--- src/rtl/hid_pkg.sv ---
// rtl/hid_pkg.sv - shared constants, state encodings and command record for hid_packet_rx (HID_CHECKSUM_EN adds P_CHK)
package hid_pkg;

  localparam logic [7:0] SYNC_BYTE   = 8'hA5;
  localparam int         CMD_W_DEF   = 3;
  localparam int         COORD_W_DEF = 6;

  // Parser position inside a packet; P_CHK only exists with the checksum byte
  typedef enum logic [2:0] {
    P_IDLE,
    P_CMD,
    P_XB,
    P_YB
`ifdef HID_CHECKSUM_EN
    ,
    P_CHK
`endif
  } parse_state_t;

  // UART receiver position inside a character
  typedef enum logic [1:0] {
    RX_IDLE,
    RX_START,
    RX_DATA,
    RX_STOP
  } uart_state_t;

  // Decoded command record at the default field widths
  typedef struct packed {
    logic [CMD_W_DEF-1:0]   cmd;
    logic [COORD_W_DEF-1:0] x;
    logic [COORD_W_DEF-1:0] y;
  } hid_cmd_t;

  // True when byte b is representable in w bits
  function automatic logic fits_width(input logic [7:0] b, input int w);
    return (w >= 8) || ((b >> w) == 8'd0);
  endfunction

endpackage

--- src/rtl/hid_cmd_fifo.sv ---
// rtl/hid_cmd_fifo.sv - synchronous FIFO for decoded commands, read-before-write when full
module hid_cmd_fifo #(
  parameter int WIDTH = 15,
  parameter int DEPTH = 4
) (
  input  logic             clk,
  input  logic             reset,
  input  logic             wr_en,
  input  logic [WIDTH-1:0] wr_data,
  input  logic             rd_en,
  output logic [WIDTH-1:0] rd_data,
  output logic             full,
  output logic             empty
);

  localparam int AW = (DEPTH > 1) ? $clog2(DEPTH) : 1;

  logic [WIDTH-1:0] mem [DEPTH];
  logic [AW-1:0]    wr_ptr;
  logic [AW-1:0]    rd_ptr;
  logic [AW:0]      count;
  logic             do_wr;
  logic             do_rd;

  // A pop in the same cycle frees the slot, so a write into a full FIFO still lands
  assign do_rd   = rd_en && !empty;
  assign do_wr   = wr_en && (!full || do_rd);
  assign full    = (count == (AW+1)'(DEPTH));
  assign empty   = (count == '0);
  assign rd_data = mem[rd_ptr];

  // Storage, pointers and occupancy; storage is cleared so the head reads zero after reset
  always_ff @(posedge clk or posedge reset) begin
    if (reset) begin
      wr_ptr <= '0;
      rd_ptr <= '0;
      count  <= '0;
      for (int i = 0; i < DEPTH; i++) begin
        mem[i] <= '0;
      end
    end else begin
      if (do_wr) begin
        mem[wr_ptr] <= wr_data;
        wr_ptr      <= wr_ptr + 1'b1;
      end
      if (do_rd) begin
        rd_ptr <= rd_ptr + 1'b1;
      end
      case ({do_wr, do_rd})
        2'b10:   count <= count + 1'b1;
        2'b01:   count <= count - 1'b1;
        default: count <= count;
      endcase
    end
  end

endmodule

--- src/rtl/hid_packet_rx.sv ---
// rtl/hid_packet_rx.sv - UART 8N1 receiver and sync-prefixed packet parser feeding a command FIFO (HID_CHECKSUM_EN adds a CMD^X^Y checksum byte)
module hid_packet_rx
  import hid_pkg::*;
#(
  parameter int CLK_FREQ      = 50000000,
  parameter int BAUD_RATE     = 9600,
  parameter int CMD_W         = 3,
  parameter int COORD_W       = 6,
  parameter int FIFO_DEPTH    = 4,
  parameter int TIMEOUT_BYTES = 4
) (
  input  logic               clk,
  input  logic               reset,
  input  logic               rx,
  output logic               cmd_valid,
  input  logic               cmd_ready,
  output logic [CMD_W-1:0]   cmd_id,
  output logic [COORD_W-1:0] x_out,
  output logic [COORD_W-1:0] y_out,
  output logic               overflow,
  output logic [7:0]         err_count
);

  localparam int BIT_TICKS  = CLK_FREQ / BAUD_RATE;
  localparam int HALF_TICKS = BIT_TICKS / 2;
  localparam int TICK_W     = $clog2(BIT_TICKS + 1);
  localparam int TMO_LIMIT  = TIMEOUT_BYTES * 10 * BIT_TICKS;
  localparam int TMO_W      = $clog2(TMO_LIMIT + 1);
  localparam int ENTRY_W    = CMD_W + 2 * COORD_W;

  localparam logic [TICK_W-1:0] TICK_LAST = TICK_W'(BIT_TICKS - 1);
  localparam logic [TICK_W-1:0] TICK_HALF = TICK_W'(HALF_TICKS - 1);
  localparam logic [TMO_W-1:0]  TMO_LAST  = TMO_W'(TMO_LIMIT - 1);

  logic rx_meta, rx_sync, rx_prev;

  uart_state_t       u_state_q, u_state_d;
  logic [TICK_W-1:0] tick_q, tick_d;
  logic [2:0]        bit_q, bit_d;
  logic [7:0]        shreg_q, shreg_d;
  logic [7:0]        rx_byte_q, rx_byte_d;
  logic              byte_stb_q, byte_stb_d;
  logic              frame_err_q, frame_err_d;

  parse_state_t      p_state_q, p_state_d;
  logic [7:0]        cmd_b_q, cmd_b_d;
  logic [7:0]        x_b_q, x_b_d;
  logic [7:0]        y_b_q, y_b_d;
  logic [7:0]        y_fin;
  logic [TMO_W-1:0]  tmo_q;
  logic              pkt_done, tmo_hit, chk_ok, ranges_ok, accept, reject, err_inc;

  logic               push_q;
  logic [ENTRY_W-1:0] push_data_q;
  logic [ENTRY_W-1:0] fifo_rd;
  logic               fifo_full, fifo_empty, pop;

  // Two-flop synchroniser plus one history flop for falling-edge detection, idle high
  always_ff @(posedge clk or posedge reset) begin
    if (reset) begin
      rx_meta <= 1'b1;
      rx_sync <= 1'b1;
      rx_prev <= 1'b1;
    end else begin
      rx_meta <= rx;
      rx_sync <= rx_meta;
      rx_prev <= rx_sync;
    end
  end

  // UART receiver state register
  always_ff @(posedge clk or posedge reset) begin
    if (reset) begin
      u_state_q   <= RX_IDLE;
      tick_q      <= '0;
      bit_q       <= '0;
      shreg_q     <= '0;
      rx_byte_q   <= '0;
      byte_stb_q  <= 1'b0;
      frame_err_q <= 1'b0;
    end else begin
      u_state_q   <= u_state_d;
      tick_q      <= tick_d;
      bit_q       <= bit_d;
      shreg_q     <= shreg_d;
      rx_byte_q   <= rx_byte_d;
      byte_stb_q  <= byte_stb_d;
      frame_err_q <= frame_err_d;
    end
  end

  // UART next state: mid-bit sampling, start re-check rejects glitches, low stop bit is a framing error
  always_comb begin
    u_state_d   = u_state_q;
    tick_d      = tick_q;
    bit_d       = bit_q;
    shreg_d     = shreg_q;
    rx_byte_d   = rx_byte_q;
    byte_stb_d  = 1'b0;
    frame_err_d = 1'b0;
    case (u_state_q)
      RX_IDLE: begin
        tick_d = '0;
        if (rx_prev && !rx_sync) u_state_d = RX_START;
      end
      RX_START: begin
        if (tick_q == TICK_HALF) begin
          tick_d    = '0;
          bit_d     = '0;
          u_state_d = rx_sync ? RX_IDLE : RX_DATA;
        end else begin
          tick_d = tick_q + 1'b1;
        end
      end
      RX_DATA: begin
        if (tick_q == TICK_LAST) begin
          tick_d  = '0;
          shreg_d = {rx_sync, shreg_q[7:1]};
          if (bit_q == 3'd7) u_state_d = RX_STOP;
          else               bit_d     = bit_q + 1'b1;
        end else begin
          tick_d = tick_q + 1'b1;
        end
      end
      RX_STOP: begin
        if (tick_q == TICK_LAST) begin
          tick_d    = '0;
          u_state_d = RX_IDLE;
          if (rx_sync) begin
            byte_stb_d = 1'b1;
            rx_byte_d  = shreg_q;
          end else begin
            frame_err_d = 1'b1;
          end
        end else begin
          tick_d = tick_q + 1'b1;
        end
      end
      default: u_state_d = RX_IDLE;
    endcase
  end

  // Parser state register
  always_ff @(posedge clk or posedge reset) begin
    if (reset) begin
      p_state_q <= P_IDLE;
      cmd_b_q   <= '0;
      x_b_q     <= '0;
      y_b_q     <= '0;
    end else begin
      p_state_q <= p_state_d;
      cmd_b_q   <= cmd_b_d;
      x_b_q     <= x_b_d;
      y_b_q     <= y_b_d;
    end
  end

  // Parser next state: sync byte opens a packet, later 0xA5 bytes are plain data
  always_comb begin
    p_state_d = p_state_q;
    cmd_b_d   = cmd_b_q;
    x_b_d     = x_b_q;
    y_b_d     = y_b_q;
    pkt_done  = 1'b0;
    tmo_hit   = 1'b0;
    if (frame_err_q) begin
      p_state_d = P_IDLE;
    end else if (byte_stb_q) begin
      case (p_state_q)
        P_IDLE: if (rx_byte_q == SYNC_BYTE) p_state_d = P_CMD;
        P_CMD: begin
          cmd_b_d   = rx_byte_q;
          p_state_d = P_XB;
        end
        P_XB: begin
          x_b_d     = rx_byte_q;
          p_state_d = P_YB;
        end
        P_YB: begin
          y_b_d = rx_byte_q;
`ifdef HID_CHECKSUM_EN
          p_state_d = P_CHK;
`else
          p_state_d = P_IDLE;
          pkt_done  = 1'b1;
`endif
        end
`ifdef HID_CHECKSUM_EN
        P_CHK: begin
          p_state_d = P_IDLE;
          pkt_done  = 1'b1;
        end
`endif
        default: p_state_d = P_IDLE;
      endcase
    end else if ((p_state_q != P_IDLE) && (tmo_q == TMO_LAST)) begin
      tmo_hit   = 1'b1;
      p_state_d = P_IDLE;
    end
  end

  // The final byte is still on rx_byte_q when the packet completes on Y
  assign y_fin = (p_state_q == P_YB) ? rx_byte_q : y_b_q;

`ifdef HID_CHECKSUM_EN
  assign chk_ok = (rx_byte_q == (cmd_b_q ^ x_b_q ^ y_b_q));
`else
  assign chk_ok = 1'b1;
`endif

  assign ranges_ok = fits_width(cmd_b_q, CMD_W) && fits_width(x_b_q, COORD_W) && fits_width(y_fin, COORD_W);
  assign accept    = pkt_done && ranges_ok && chk_ok;
  assign reject    = pkt_done && !accept;
  assign err_inc   = frame_err_q || reject || tmo_hit;

  // Inter-byte gap timer, restarted by every received byte and held clear while idle
  always_ff @(posedge clk or posedge reset) begin
    if (reset) begin
      tmo_q <= '0;
    end else if (byte_stb_q || (p_state_q == P_IDLE)) begin
      tmo_q <= '0;
    end else if (tmo_q != TMO_LAST) begin
      tmo_q <= tmo_q + 1'b1;
    end
  end

  // Register the accepted packet so it is written the cycle after its last byte strobe
  always_ff @(posedge clk or posedge reset) begin
    if (reset) begin
      push_q      <= 1'b0;
      push_data_q <= '0;
    end else begin
      push_q      <= accept;
      push_data_q <= {cmd_b_q[CMD_W-1:0], x_b_q[COORD_W-1:0], y_fin[COORD_W-1:0]};
    end
  end

  // Saturating error counter and drop indication; a drop on a full FIFO is not an error
  always_ff @(posedge clk or posedge reset) begin
    if (reset) begin
      err_count <= 8'd0;
      overflow  <= 1'b0;
    end else begin
      overflow <= push_q && fifo_full && !pop;
      if (err_inc && (err_count != 8'hFF)) err_count <= err_count + 8'd1;
    end
  end

  assign pop       = cmd_valid && cmd_ready;
  assign cmd_valid = !fifo_empty;
  assign cmd_id    = fifo_rd[ENTRY_W-1 -: CMD_W];
  assign x_out     = fifo_rd[2*COORD_W-1 -: COORD_W];
  assign y_out     = fifo_rd[COORD_W-1:0];

  hid_cmd_fifo #(
    .WIDTH (ENTRY_W),
    .DEPTH (FIFO_DEPTH)
  ) u_fifo (
    .clk     (clk),
    .reset   (reset),
    .wr_en   (push_q),
    .wr_data (push_data_q),
    .rd_en   (pop),
    .rd_data (fifo_rd),
    .full    (fifo_full),
    .empty   (fifo_empty)
  );

endmodule

--- config.mk ---
export PLATFORM = sky130hd
export DESIGN_NAME = hid_packet_rx
export DESIGN_NICKNAME = d
export VERILOG_FILES = /design/src/rtl/hid_pkg.sv /design/src/rtl/hid_cmd_fifo.sv /design/src/rtl/hid_packet_rx.sv
export SDC_FILE = /design/constraint.sdc
export NUM_CORES = 1
export LEC_CHECK = 0
export BUFFER_PORTS_ARGS = -buffer_cell sky130_fd_sc_hd__buf_2
export CORE_MARGIN = 5
export CORE_UTILIZATION = 55
export DETAILED_ROUTE_END_ITERATION = 8
export GPL_TIMING_DRIVEN = 1
export HOLD_SLACK_MARGIN = 0.15
export PLACE_DENSITY_LB_ADDON = 0.1
export SETUP_SLACK_MARGIN = 0.05
export SYNTH_ARGS = -nofsm -noshare
export SYNTH_HDL_FRONTEND = slang
export SYNTH_HIERARCHICAL = 1
export SYNTH_SLANG_ARGS = --single-unit
--- constraint.sdc ---
create_clock -name clk -period 3.4 [get_ports clk]
set_clock_uncertainty 0.2 [all_clocks]
set_input_delay 0.17 -clock clk [delete_from_list [all_inputs] [get_ports clk]]
set_output_delay 0.17 -clock clk [all_outputs]
set_load 0.02 [all_outputs]
[Yosys cells after proc, flatten, opt, wreduce, memory -nomap -nowiden]
Cells that the tools add are included.
Operators by class
  add/subtract/negate cells: 8
  $mul: 0
  divide/modulo/power cells: 0
  order comparisons: 3
  equality and inequality tests: 23
  shift operators: 0
  mux-type cells: 41
  bitwise logic cells: 3
  reduce and logical (&&, ||, !) cells: 42
Operators with widths (count)
  bitwise mux 60 bit: 1
  2-to-1 mux 15 bit: 3
  one-hot mux 13 bit (3 select lines): 1
  2-to-1 mux 18 bit: 2
  binary-select mux 15 bit (select 2 bit): 1
  demux 15 bit (select 2 bit): 1
  2-to-1 mux 13 bit: 2
  zero test 8 bit: 3
  2-to-1 mux 3 bit: 7
  adder 18 x 1 -> 18 bit (second input constant): 1
  == test 18 bit (second input constant): 1
  != test 18 bit (second input constant): 1
  adder 13 x 1 -> 13 bit (second input constant): 1
  == test 13 x 12 -> 1 bit (second input constant): 1
  == test 13 bit (second input constant): 1
  logical AND 1 bit: 13
  2-to-1 mux 1 bit: 12
  2-to-1 mux 2 bit: 6
  != test 2 bit (second input constant): 6
  one-hot mux 3 bit (2 select lines): 2
  one-hot mux 3 bit (3 select lines): 1
  AND reduction 3 bit: 3
  adder 8 x 1 -> 8 bit (second input constant): 1
  == test 8 bit (second input constant): 1
  26 further kinds: 48
Word-level totals
  flip-flop bits (word level): 176
  latch bits: 0
  memory bits (writable): 0
  ROM bits: 0
  input bits: 4
  output and inout bits: 25
  word-level logic and storage cells: 146
  memories: 0

[Logic depth before layout (Yosys ltp)]
  depth after elaboration: 10
  depth in mapped cells: 10
  gate-level depth less buffers: 10

[By module]
Netlist, hierarchy kept.
By module, submodules not included
  hid_packet_rx: instances 1, cells each 381, area an instance 4743.3 um^2, sequential area each 2706.3 um^2
  hid_cmd_fifo: instances 1, cells each 185, area an instance 3022.9 um^2, sequential area each 1676.6 um^2

[Worst setup path after synthesis]
No wires, ideal clock.
  kind: reg2reg
  from: register u_fifo.count[0]
  to: register u_fifo.count[2]
  setup time: 0.079 ns
  data arrival time: 2.250 ns
  required time: 3.121 ns
  setup slack: 0.871 ns
  stages on the path, launching flop included: 11
  path buffers: 0
  period minus slack after synthesis: 2.529 ns
  cell sequence: dfrtp_1 -> nor3_1 -> nor2b_1 -> nor4b_4 -> nand2b_1 -> ha_1 -> inv_1 -> fa_1 -> xor2_1 -> nor2_1 -> xor2_1
Between the ends
  cells in the longest elaborated chain, start to end: 8
  elaborated cells on any way between the ends: 14
  those cells by class: add/sub: 2; eq/ne: 3; mux: 1; reduce/logical: 8
Ends and longest elaborated chain
  start: declaration: line hid_cmd_fifo.sv:21  | logic [AW:0] count;
  start signal: assignment: line hid_cmd_fifo.sv:50  | 2'b10: count <= count + 1'b1;
  start signal: assignment: line hid_cmd_fifo.sv:51  | 2'b01: count <= count - 1'b1;
  start signal: assignment: line hid_cmd_fifo.sv:52  | default: count <= count;
  zero test 3 bit *: line hid_cmd_fifo.sv:29  | assign empty = (count == '0);
  net fifo_empty: line hid_packet_rx.sv:56  | logic fifo_full, fifo_empty, pop;
  zero test 1 bit *: line hid_packet_rx.sv:250  | assign cmd_valid = !fifo_empty;
  logical AND 1 bit *: line hid_packet_rx.sv:249  | assign pop = cmd_valid && cmd_ready;
  net pop: line hid_packet_rx.sv:56
  logical AND 1 bit *: line hid_cmd_fifo.sv:26  | assign do_rd = rd_en && !empty;
  logical OR 1 bit: line hid_cmd_fifo.sv:27  | assign do_wr = wr_en && (!full || do_rd);
  logical AND 1 bit: line hid_cmd_fifo.sv:27
  == test 2 x 1 -> 1 bit / == test 2 bit (equally long branches): line hid_cmd_fifo.sv:49  | case ({do_wr, do_rd})
  one-hot mux 3 bit (2 select lines) / nonzero test 2 bit (equally long branches)
The timed path passes the listed nets; every way through them passes the cells marked *.
A chain may end at the register's enable or synchronous reset.

[Final worst setup path]
Same ends and word-level chain as after synthesis.

==> metrics.yaml <==
start_util_pct: 55.9
hold_viol_final: 0
avgRoutedWirePerCell_um: 16.4
p_leak_nw: 4.21
insertion_delay_ns: 0.43
yosys.area.top_type: "dfrtp_1"
ant_nets: 0
max_freq_ghz: 0.363
required_ns: 3.55
vias_per_cell: 5.52
crit_arrival_ns: 2.90
endpoint: "u_fifo/count[2]"
grt_pass1_vias: 4585
synth_edf_count: 0
timing.rr.start: "u_fifo/count[0]"
cap_violations: 0
syn_inst: 566
numCtsBuffers: 17
min_path_type: "flip-flop to flip-flop"
cts_resized: 0
routed_wl_mm: 13.2
dp_hpwl_mm: 8.70
stdcell_count: 800
synth_xor_area_share_pct: 4.29
core_area_um2: 13900
tns_ns: 0
rr_worst_depth: 10
ios: 29
place_inst: 765
synth-async-reset-ratio_pct: 100
cts_setup_buffers: 0
synthTopCellsByArea: "dfrtp_1 55%, mux2_2 14%, mux4_2 4.3%, xor2_1 2.8%, ha_1 2.3%"
path_max_fanout: 5
worst_slew_pin_slew_ns: 0.811
yosys.cell_types.count: 64
synth_top_area_share_pct: 55.4
relSlewSlack_pct: 45.9
fillCellCount: 1055
clock_path_buffers: 2
min_path_cells: 0
grt_pass1_wl_mm: 22.5
dr.first_iter.drc_count: 222
drtPass1Iterations: 4
grt_overflow: 0
synth_fa_ha_area_share_pct: 2.51
outcome: "finished, final reports clean"
synth_top_family_by_area: "multiplexers"
yosysWarnings: 6
gp_congestion: 0.804
rows: 43
period_share_pct: 81.0
synth_area_per_cell_um2: 13.7
setup_viol: 0
timing.final.ws_setup_ns: 0.646
nets: 627
syn-num-nets: 585
ctsHtreeMaxLevel: 4
port_buffers: 28
period_minus_slack_ns: 2.75
hold-worst-slack_ns: 0.155
die_y_um: 129
clk_pin_slew_ns: 0.06
syn2layout_area_growth_pct: 11.7
cts_sinks: 175
crit_start: "u_fifo/count[0]"
die-area_um2: 16600
drc: 0
p_per_area_nw_per_um2: 530
r2r-end: "u_fifo/count[2]"
syn_area_um2: 7770
grt_max_degree: 62
num_antenna_cells: 0
reg2reg_slack_ns: 0.65
drive_above_1_share_pct: 33.5
yosysSeqAreaShare_pct: 56.4
timing.final.max_slew_violations: 0
final_common_cell: "dfrtp_1"
place_ws_ns: 0.623
muxShareOfSynthArea_pct: 21.1
mostFrequentLayoutCells: "172 x dfrtp_1, 100 x mux2_2, 43 x nor2_1"
worstSetupStartpointType: "flip-flop"
ir_drop_v: 0.000372
rsz0062_at_grt: "no"
power.total_w: 0.00460
yosys.area_share.simple_pct: 10.0
path_class: "flip-flop to flip-flop"
ys.flop_type: "dfrtp_1"
gr-usage-all-layers_pct: 17.3
cts_root_buf: "clkbuf_16"
synth_seq_cells: 175
cts_tree: "built"
die_w_um: 129
antenna_found_initial: 0
cp-end-kind: "flip-flop"
vias: 4414
synth-compound-area-share_pct: 3.11
==> sequential cells by signal (all words and copies together) (netlist names), 2 cells and up, named ones only <==
name           cells
u_fifo/mem        60
tmo_q             18
push_data_q       15
tick_q            13
cmd_b_q            8
err_count          8
rx_byte_q          8
shreg_q            8
x_b_q              8
y_b_q              8
bit_q              3
u_fifo/count       3
p_state_q          2
u_fifo/rd_ptr      2
u_fifo/wr_ptr      2
==> Yosys cell counts (all sizes together) (4+ instances only) <==
cell type	number
nor3	7
clkbuf	4
mux4	15
mux2	110
nand3	17
inv	14
buf	13
a21oi	11
nand4	6
ha	14
and4	4
nand2	37
nor2	44
xnor2	13
and3	7
xor2	25
dfrtp	172
==> per-stage QoR <==
stage | util (%) | instance area (um^2)
final | 62.5 | 8680
after global routing | 62.5 | 8680
after CTS | 62.5 | 8680
after detailed placement | 58.2 | 8080
after global placement | 58.2 | 8080
after floorplan | - | 7770
==> report_power, final <==
| group | internal (W) | total (W) | switching, W |
|---|---|---|---|
| registers | 0.00216 | 0.00231 | 0.000151 |
| clock network | 0.00106 | 0.00182 | 0.000758 |
| logic | 0.000225 | 0.000471 | 0.000246 |
==> critical path, stage by stage (launching register included) <==
cell,delay [ns]
dfrtp_1,0.45
nor3_1,0.28
nor2b_1,0.14
nor4b_4,0.34
nand2b_1,0.23
ha_1,0.20
inv_1,0.06
fa_1,0.37
xor2_1,0.15
nor2_1,0.11
xor2_1,0.15
==> logic make-up after synthesis <==
kind of cell	Yosys count
AOI/OAI and AO/OA	32
DFF	175
buffers and inverters	31
xor gates and xnor gates	38
muxes	128
adders and majority gates	15
and+or+nand+nor	147
==> layer usage <==
metal  wire (um)  global-route usage [%]
met3         424                    4.48
met4         179                    5.68
met1        5850                    21.9
met5           0                       0
met2        6700                    29.0
==> area by class of cell <==
type,instances,area (um^2),share of cell area [%]
well taps,180,225,2.60
clock inverters,9,86.3,0.995
inverters,14,55.1,0.634
clock buffers,22,474,5.46
flip-flops and latches,175,4380,50.5
repair buffers,40,265,3.06
multi-input cells,360,3190,36.8
==> worst min path at each step <==
stage	startpoint	end	slack, ns
floorplan	rx	rx_meta	-0.03
finish	rx_meta	rx_sync	0.15
detailed placement	reset	u_fifo/wr_ptr[0]	-0.05
global route	rx_meta	rx_sync	0.16
CTS	rx_meta	rx_sync	0.16
global placement	reset	u_fifo/wr_ptr[1]	-0.05
==> what timing repair did <==
item	in CTS	in global routing
endpoints found under the hold margin	129	0
setup endpoints to repair	0	0
hold buffers	4	0
(Power assumes the default switching activity.)
